==> src/rtl/mult_pkg.sv <==
// ---------------------------------------------------------------------------
// mult_pkg
// Shared declarations for the sequential shift-add multiplier:
//   - mult_state_t    : controller state encoding (IDLE, RUN, DONE)
//   - MULT_WIDTH_DEF  : default operand width
//   - cnt_width()     : width of the iteration counter, clog2(WIDTH+1)
// ---------------------------------------------------------------------------
package mult_pkg;

    typedef enum logic [1:0] {
        IDLE = 2'd0,
        RUN  = 2'd1,
        DONE = 2'd2
    } mult_state_t;

    localparam int MULT_WIDTH_DEF = 4;

    // The counter is loaded with WIDTH itself, so it needs room for WIDTH+1 codes.
    function automatic int cnt_width(input int w);
        return $clog2(w + 1);
    endfunction

endpackage : mult_pkg

==> src/rtl/mult_step.sv <==
// ---------------------------------------------------------------------------
// mult_step
// Combinational single iteration of the shift-add multiplier.
// Ports:
//   acc        in   2*WIDTH  partial product
//   mplier     in   WIDTH    remaining multiplier bits (LSB is examined)
//   mcand      in   WIDTH    multiplicand
//   acc_nxt    out  2*WIDTH  partial product after conditional add + shift
//   mplier_nxt out  WIDTH    multiplier after shift
// ---------------------------------------------------------------------------
module mult_step
    import mult_pkg::*;
#(
    parameter int WIDTH = MULT_WIDTH_DEF
) (
    input  logic [2*WIDTH-1:0] acc,
    input  logic [WIDTH-1:0]   mplier,
    input  logic [WIDTH-1:0]   mcand,
    output logic [2*WIDTH-1:0] acc_nxt,
    output logic [WIDTH-1:0]   mplier_nxt
);

    // Upper half plus optional multiplicand; the carry bit is kept so the
    // right shift below brings it back into the accumulator's MSB.
    logic [WIDTH:0] sum;

    always_comb begin
        sum = {1'b0, acc[2*WIDTH-1:WIDTH]};
        if (mplier[0]) begin
            sum = sum + {1'b0, mcand};
        end
        // Shift {carry, acc_hi_sum, acc_lo, mplier} right by one.
        acc_nxt    = {sum, acc[WIDTH-1:1]};
        mplier_nxt = {acc[0], mplier[WIDTH-1:1]};
    end

endmodule : mult_step

==> src/rtl/mult_seq_n.sv <==
// ---------------------------------------------------------------------------
// mult_seq_n
// Sequential shift-add multiplier, WIDTH iterations per product.
// Optional feature macro: MULT_SIGNED_EN (adds the tc port for two's
// complement operands; magnitudes are multiplied and the result negated).
// Ports:
//   clk        in   1        clock, rising edge
//   reset_n    in   1        asynchronous active-low reset
//   start      in   1        request, sampled only while busy=0
//   a, b       in   WIDTH    operands, captured on the accepting edge
//   tc         in   1        two's complement operands (MULT_SIGNED_EN only)
//   busy       out  1        operation in progress
//   done       out  1        one-cycle pulse, z has just been updated
//   z          out  2*WIDTH  registered product, held between completions
//   state_dbg  out  2        current controller state (mult_state_t code)
//
// Handshake: a request is accepted on any rising edge where start=1 and
// busy=0 (IDLE or DONE). While busy=1, start is ignored and not queued.
// done is high for exactly the cycle following the final iteration edge.
// ---------------------------------------------------------------------------
module mult_seq_n
    import mult_pkg::*;
#(
    parameter int WIDTH = MULT_WIDTH_DEF
) (
    input  logic               clk,
    input  logic               reset_n,
    input  logic               start,
    input  logic [WIDTH-1:0]   a,
    input  logic [WIDTH-1:0]   b,
`ifdef MULT_SIGNED_EN
    input  logic               tc,
`endif
    output logic               busy,
    output logic               done,
    output logic [2*WIDTH-1:0] z,
    output logic [1:0]         state_dbg
);

    localparam int CW = cnt_width(WIDTH);

    mult_state_t        state;
    logic [2*WIDTH-1:0] acc;
    logic [WIDTH-1:0]   mcand;
    logic [WIDTH-1:0]   mplier;
    logic [CW-1:0]      cnt;

    logic [2*WIDTH-1:0] acc_nxt;
    logic [WIDTH-1:0]   mplier_nxt;

    // Operand values to capture on the accepting edge.
    logic [WIDTH-1:0]   a_cap;
    logic [WIDTH-1:0]   b_cap;

`ifdef MULT_SIGNED_EN
    logic sign;
    logic sign_cap;

    // Magnitudes of signed operands; the most negative value negates to
    // itself, which read as unsigned is exactly 2^(WIDTH-1).
    always_comb begin
        a_cap    = a;
        b_cap    = b;
        sign_cap = 1'b0;
        if (tc) begin
            a_cap    = a[WIDTH-1] ? -a : a;
            b_cap    = b[WIDTH-1] ? -b : b;
            sign_cap = a[WIDTH-1] ^ b[WIDTH-1];
        end
    end
`else
    always_comb begin
        a_cap = a;
        b_cap = b;
    end
`endif

    mult_step #(
        .WIDTH      (WIDTH)
    ) u_step (
        .acc        (acc),
        .mplier     (mplier),
        .mcand      (mcand),
        .acc_nxt    (acc_nxt),
        .mplier_nxt (mplier_nxt)
    );

    assign state_dbg = state;

    always_ff @(posedge clk or negedge reset_n) begin
        if (!reset_n) begin
            state  <= IDLE;
            busy   <= 1'b0;
            done   <= 1'b0;
            z      <= '0;
            acc    <= '0;
            mcand  <= '0;
            mplier <= '0;
            cnt    <= '0;
`ifdef MULT_SIGNED_EN
            sign   <= 1'b0;
`endif
        end else begin
            done <= 1'b0;
            case (state)
                // DONE accepts a new request exactly like IDLE, which is what
                // gives one result every WIDTH+1 cycles with start held high.
                IDLE, DONE: begin
                    if (start) begin
                        state  <= RUN;
                        busy   <= 1'b1;
                        mcand  <= a_cap;
                        mplier <= b_cap;
                        acc    <= '0;
                        cnt    <= CW'(WIDTH);
`ifdef MULT_SIGNED_EN
                        sign   <= sign_cap;
`endif
                    end else begin
                        state <= IDLE;
                    end
                end
                RUN: begin
                    acc    <= acc_nxt;
                    mplier <= mplier_nxt;
                    cnt    <= cnt - CW'(1);
                    if (cnt == CW'(1)) begin
                        // Last iteration: publish this edge's result directly.
                        state <= DONE;
                        busy  <= 1'b0;
                        done  <= 1'b1;
`ifdef MULT_SIGNED_EN
                        z     <= sign ? -acc_nxt : acc_nxt;
`else
                        z     <= acc_nxt;
`endif
                    end
                end
                default: begin
                    state <= IDLE;
                    busy  <= 1'b0;
                end
            endcase
        end
    end

endmodule : mult_seq_n

==> config.mk <==
export PLATFORM = sky130hd
export DESIGN_NAME = mult_seq_n
export DESIGN_NICKNAME = d
export VERILOG_FILES = /design/src/rtl/mult_pkg.sv /design/src/rtl/mult_step.sv /design/src/rtl/mult_seq_n.sv
export SDC_FILE = /design/constraint.sdc
export NUM_CORES = 1
export LEC_CHECK = 0
export ABC_AREA = 1
export CAP_MARGIN = 20
export CORE_MARGIN = 2
export CORE_UTILIZATION = 52
export DETAILED_ROUTE_END_ITERATION = 10
export PLACE_DENSITY_LB_ADDON = 0.15
export SLEW_MARGIN = 20
export SYNTH_ARGS = -nofsm -noshare
export SYNTH_HDL_FRONTEND = slang
export SYNTH_SLANG_ARGS = --single-unit
==> constraint.sdc <==
create_clock -name clk -period 2.2 [get_ports clk]
set_clock_uncertainty 0.1 [all_clocks]
set_input_delay 0.44 -clock clk [delete_from_list [all_inputs] [get_ports clk]]
set_output_delay 0.44 -clock clk [all_outputs]
set_load 0.005 [all_outputs]
## Word level (Yosys, flattened, before mapping)

Index checks and enable logic that the tools add are counted.

| word-level totals | value |
|---|---|
| flip-flop bits (word level) | 31 |
| bits of input ports | 11 |

| cells by class | value |
|---|---|
| $add $sub $neg | 2 |
| equality and inequality tests | 5 |
| multiplexer cells | 15 |
| reductions and logical operators | 7 |

Operator list:

| operator | count |
|---|---|
| one-hot mux 8 bit (2 select lines) | 1 |
| two-way mux 8 bit | 1 |
| one-hot mux 4 bit (2 select lines) | 1 |
| AND reduction 2 bit | 4 |
| one-hot mux 3 bit (2 select lines) | 1 |
| adder 4 x 4 -> 5 bit | 1 |
| two-way mux 1 bit | 5 |
| two-way mux 5 bit | 1 |
| two-way mux 4 bit | 1 |
| inequality test 2 bit (second input constant) | 2 |
| one-hot mux 2 bit (2 select lines) | 1 |
| equality test 3 x 1 -> 1 bit (second input constant) | 1 |
| two-way mux 3 bit | 1 |
| subtractor 3 x 1 -> 3 bit (second input constant) | 1 |
| equality test 2 x 1 -> 1 bit (second input constant) | 1 |
| equality test 2 bit (second input constant) | 1 |
| zero test 2 bit | 1 |
| two-way mux 2 bit | 1 |
| one-hot mux 1 bit (2 select lines) | 1 |
| nonzero test 2 bit | 1 |
| OR reduction 2 bit | 1 |

## Longest topological paths before layout

| depth | value |
|---|---|
| depth in word-level cells | 4 |
| gate-level depth with buffers | 8 |
| mapped depth without buffers | 7 |

## By module

From an unflattened synthesis, not the netlist that was laid out.

| unflattened totals | value |
|---|---|
| cells, all modules | 184 |
| area total of the unflattened synthesis | 1577.8 um^2 |

Modules (own cells, without submodules):

| module | times used | cells an instance | area each (um^2) | seq. area each (um^2) |
|---|---|---|---|---|
| mult_seq_n | 1 | 145 | 1337.5 | 775.7 |
| mult_step | 1 | 39 | 240.2 | 0.0 |

## Least setup slack after synthesis

Ideal clock, no wire load.

| timing path | value |
|---|---|
| path type | register -> register |
| start | register acc[4] |
| end | register z[5] |
| library setup time | 83 ps |
| data arrival time | 1336 ps |
| slack | 682 ps |
| cell stages (with the launch flop) | 8 |
| cell sequence | dfrtp_1 ha_1 inv_1 fa_1 xor2_1 nand2_1 o21ai_0 o21ai_0 |

| between the ends | value |
|---|---|
| longest elaborated chain between the ends | 2 |

Ends and longest elaborated chain:

| element | line | source |
|---|---|---|
| start: declaration | mult_seq_n.sv:43 | `logic [2*WIDTH-1:0] acc;` |
| start signal: assignment | mult_seq_n.sv:124 | `acc <= acc_nxt;` |
| adder 4 x 4 -> 5 bit | mult_step.sv:30 | `sum = sum + {1'b0, mcand};` |
| two-way mux 5 bit | mult_step.sv:29 | `if (mplier[0]) begin` |
| end signal: assignment | mult_seq_n.sv:135 | `z <= acc_nxt;` |
| end: declaration | mult_seq_n.sv:36 | `output logic [2*WIDTH-1:0] z,` |

No other way between the ends.
A chain may end at the register's enable or synchronous reset.

## Final worst setup path

| timing path | value |
|---|---|
| start | register state[0], in the netlist state_dbg[0] |
| end | output state_dbg[0] |

RTL lines:

| element | line | source |
|---|---|---|
| start: declaration | mult_seq_n.sv:42 | `mult_state_t state;` |
| start signal: assignment | mult_seq_n.sv:92 | `state <= IDLE;` |
| start signal: assignment | mult_seq_n.sv:110 | `state <= RUN;` |
| start signal: assignment | mult_seq_n.sv:120 | `state <= IDLE;` |
| end: declaration | mult_seq_n.sv:37 | `output logic [1:0] state_dbg` |

No word-level cell between the ends.

==> metrics.md <==
| Metric | Value |
|---|---|
| Detail Placement HPWL | 1932 µm |
| Remaining Overflow, GRT | 0 |
| First-pass GRT wire length | roughly 4700 µm |
| Comb pwr share | 0.490 |
| Final total power | 2.854 mW |
| Rel. slew slack | 0.7413 |
| Hold_sp | z[2] |
| Synthesis-stage register bit count | 31 |
| Worst path max stage delay | approximately 550 ps |
| Die ar. | around 3300 µm² |
| GPL Wtd Cong | 0.7805 |
| Most Used Layer, Global Route | met2 |
| Synth Warn # | 0 |
| Post-Syn Instances | 145 |
| Tcrit/Tclk final | 0.8408 |
| Worst setup SP type | flop |
| CTS Buf Count | 5 |
| Layout net count | 188 |
| CP cell instances | clkdlybuf4s50_1 |
| Cts repair resizes | 0 |
| Post-Layout Inst Area | 1797 µm² |
| Gr usage total | 0.1855 |
| Crit Path Max Fanout | 3 |
| VDD IR-drop max | 990.0 µV |
| Most frequent cells in the layout | 31 x dfrtp_1, 22 x inv_1, 22 x clkdlybuf4s50_1 |
| Maxcap violations | 0 |
| CP endpoint kind | primary output |
| Worst hold slack | just under 400 ps |
| Pwr per Cell Area | 1588 nW/µm² |
| Routed wire per std cell | around 13 µm |
| CTS tree | done |
| Tightest Pin Transition | 388.1 ps |
| Core Util, Final | 0.6515 |
| Clock sinks | 31 |
| M1 GR Usage | 0.2302 |
| Launch point of the worst reg-to-reg path | acc[4] |
| Post-layout min period | 1850 ps |
| Sequential group share of total power | 0.349 |
| Seq/Total Area, Yosys | 0.5180 |
| Hold path endpoint | z[2] |
| Crit path kind | reg -> out |
| Fmax | between 500 and 600 MHz |
| Hold Path Cell Cnt | 2 |
| WP buf/inv | 1 |
| Vias in the first global route | 1060 |
| Starting Density | 0.5431 |
| Crit-path leading delay family | buffers and inverters |
| Critical Path AT | 1310 ps |
| CP required | 1660 ps |
| Non-filler cells, final | slightly above 200 |
| Most area-hungry cell type in the Yosys netlist | dfrtp_1 |
| DRC Markers | 0 |
| Via count | 1051 |
| GR Util met2 | 0.3101 |
| Clk buf depth | 2 |
| Initial antenna violation count | 0 |
| Post-DP Area | 1710 µm² |
| Largest net degree at the start of global routing | 32 |
| Worst-case reg-to-reg path depth | 7 |
| Ports | 23 |
| Aggregate routed wire length | 2644 µm |
| P&R area growth vs syn | 19.97% |
| Status | finished, final reports clean |
| Postcts setup bufs | 0 |
| Grt met3 use | 0.04464 |
| Core area | roughly 2800 µm² |
| Commonest non-fill, non-tap cell in the layout | dfrtp_1 |
| Int Pwr | 1.710 mW |
| Unrepaired setup endpoints after global routing | false |
| CP max stage cell | clkdlybuf4s50_1 |
| Num rows | 19 |
| Avg Cell Area, Syn | 10.33 µm² |
| Clock latency on the worst-skew pair | 330 ps |
| Clock power frac | 0.161 |
| Leakage | 0.8479 nW |
| Yosys cell types | 28 |
| Chip height | about 58 µm |
| Final worst setup slack | between 300 and 400 ps |
| Die X | 57.67 µm |
| Routed Antenna Nets | 0 |
| Synth top area share | 0.5180 |
| Largest cells by area after synthesis | dfrtp_1 52%, inv_1 5.5%, nand2_1 5.3% |
| Inserted Diodes | 0 |
| # setup viols final | 0 |
| Number of I/O port buffers | 22 |
| CTS H-tree lvls | 2 |
| Placed Cells | 194 |
| Via density | 5.203 |
| Switching Fraction | 0.4008 |
| Setup TNS | 0 ps |
| CTS root buf | clkbuf_4 |
| Setup slack at placement | 494.9 ps |
| Final count of hold timing violations | 0 |
| Filler cells | 245 |
| Fin. max-slew vios | 0 |
| Mapped cell area | between 1000 and 1500 µm² |
| Worst R2R End | z[5] |
| HP Class | reg -> reg |
| Pre-antenna DRT Iters | 4 |
| R2r setup slk | 480 ps |
| Hold_buf cts | 0 |
| Initial DRC count | 32 |
| Syn Nets | 163 |
| Layout cell share with drive strength beyond 1 | 0.1754 |
| Clock slew at reported path FFs | 100 ps |
| Psw | 1.144 mW |
-- registers in the layout (all words and copies together), names as in the netlist --
register,count
z,8
mplier,4
state_dbg,2
acc,8
busy,1
cnt,3
mcand,4
done,1
-- cells by family after synthesis --
logic type	synth area share
AOI/OAI and AO/OA	0.1512
xor gates and xnor gates	0.005849
adders and majority gates	0.06349
buffers and inverters	0.09691
DFF	0.5180
muxes	0.02255
and+or+nand+nor	0.1420
-- synth_stat cells (all sizes together) --
| cell type | number |
|---|---|
| dfrtp | 31 |
| nand2 | 29 |
| inv | 23 |
| o21ai | 18 |
| o22ai | 7 |
| ha | 6 |
| nand3 | 6 |
| a21oi | 4 |
| buf | 4 |
| nor2 | 4 |
| mux2 | 3 |
| o211ai | 3 |
| a211oi | 1 |
| a21boi | 1 |
| clkbuf | 1 |
| fa | 1 |
| nor3 | 1 |
| or2 | 1 |
| xor2 | 1 |
-- power groups by stage --
stage	registers [mW]	clock network, mW	logic [mW]
5_1_grt	1.04	0.493	1.58
3_3_place_gp	0.992	0	1.36
3_5_place_dp	1.01	0	1.41
2_1_floorplan	0.964	0	1.11
6_report	0.997	0.459	1.40
4_1_cts	0.999	0.468	1.42
-- worst max path at each step --
stage | from | endpoint | slack, ps | cells past startpoint
3_3_place_gp | start | mplier[0] | 540 | 5
4_1_cts | state_dbg[0] | state_dbg[0] | 340 | 1
2_1_floorplan | acc[4] | z[5] | 680 | 7
6_report | state_dbg[0] | state_dbg[0] | 350 | 1
5_1_grt | state_dbg[0] | state_dbg[0] | 280 | 1
3_5_place_dp | start | mplier[0] | 490 | 5
-- layout make-up --
class | count | area (µm²) | area share
inverters | 23 | 91.34 | 0.05084
repair buffers | 23 | 227.7 | 0.1267
multi-input cells | 86 | 576.8 | 0.3210
clock buffers | 6 | 51.30 | 0.02855
flip-flops and latches | 31 | 775.7 | 0.4318
clock inverters | 2 | 35.03 | 0.01950
well taps | 31 | 38.79 | 0.02159
-- metal layers --
layer	part of all wire	up-vias
met5	0	-
met4	0.019	0
met1	0.44	494
li1	-	529
met2	0.49	23
met3	0.046	5
No activity file was read; power rests on OpenSTA's default activity.
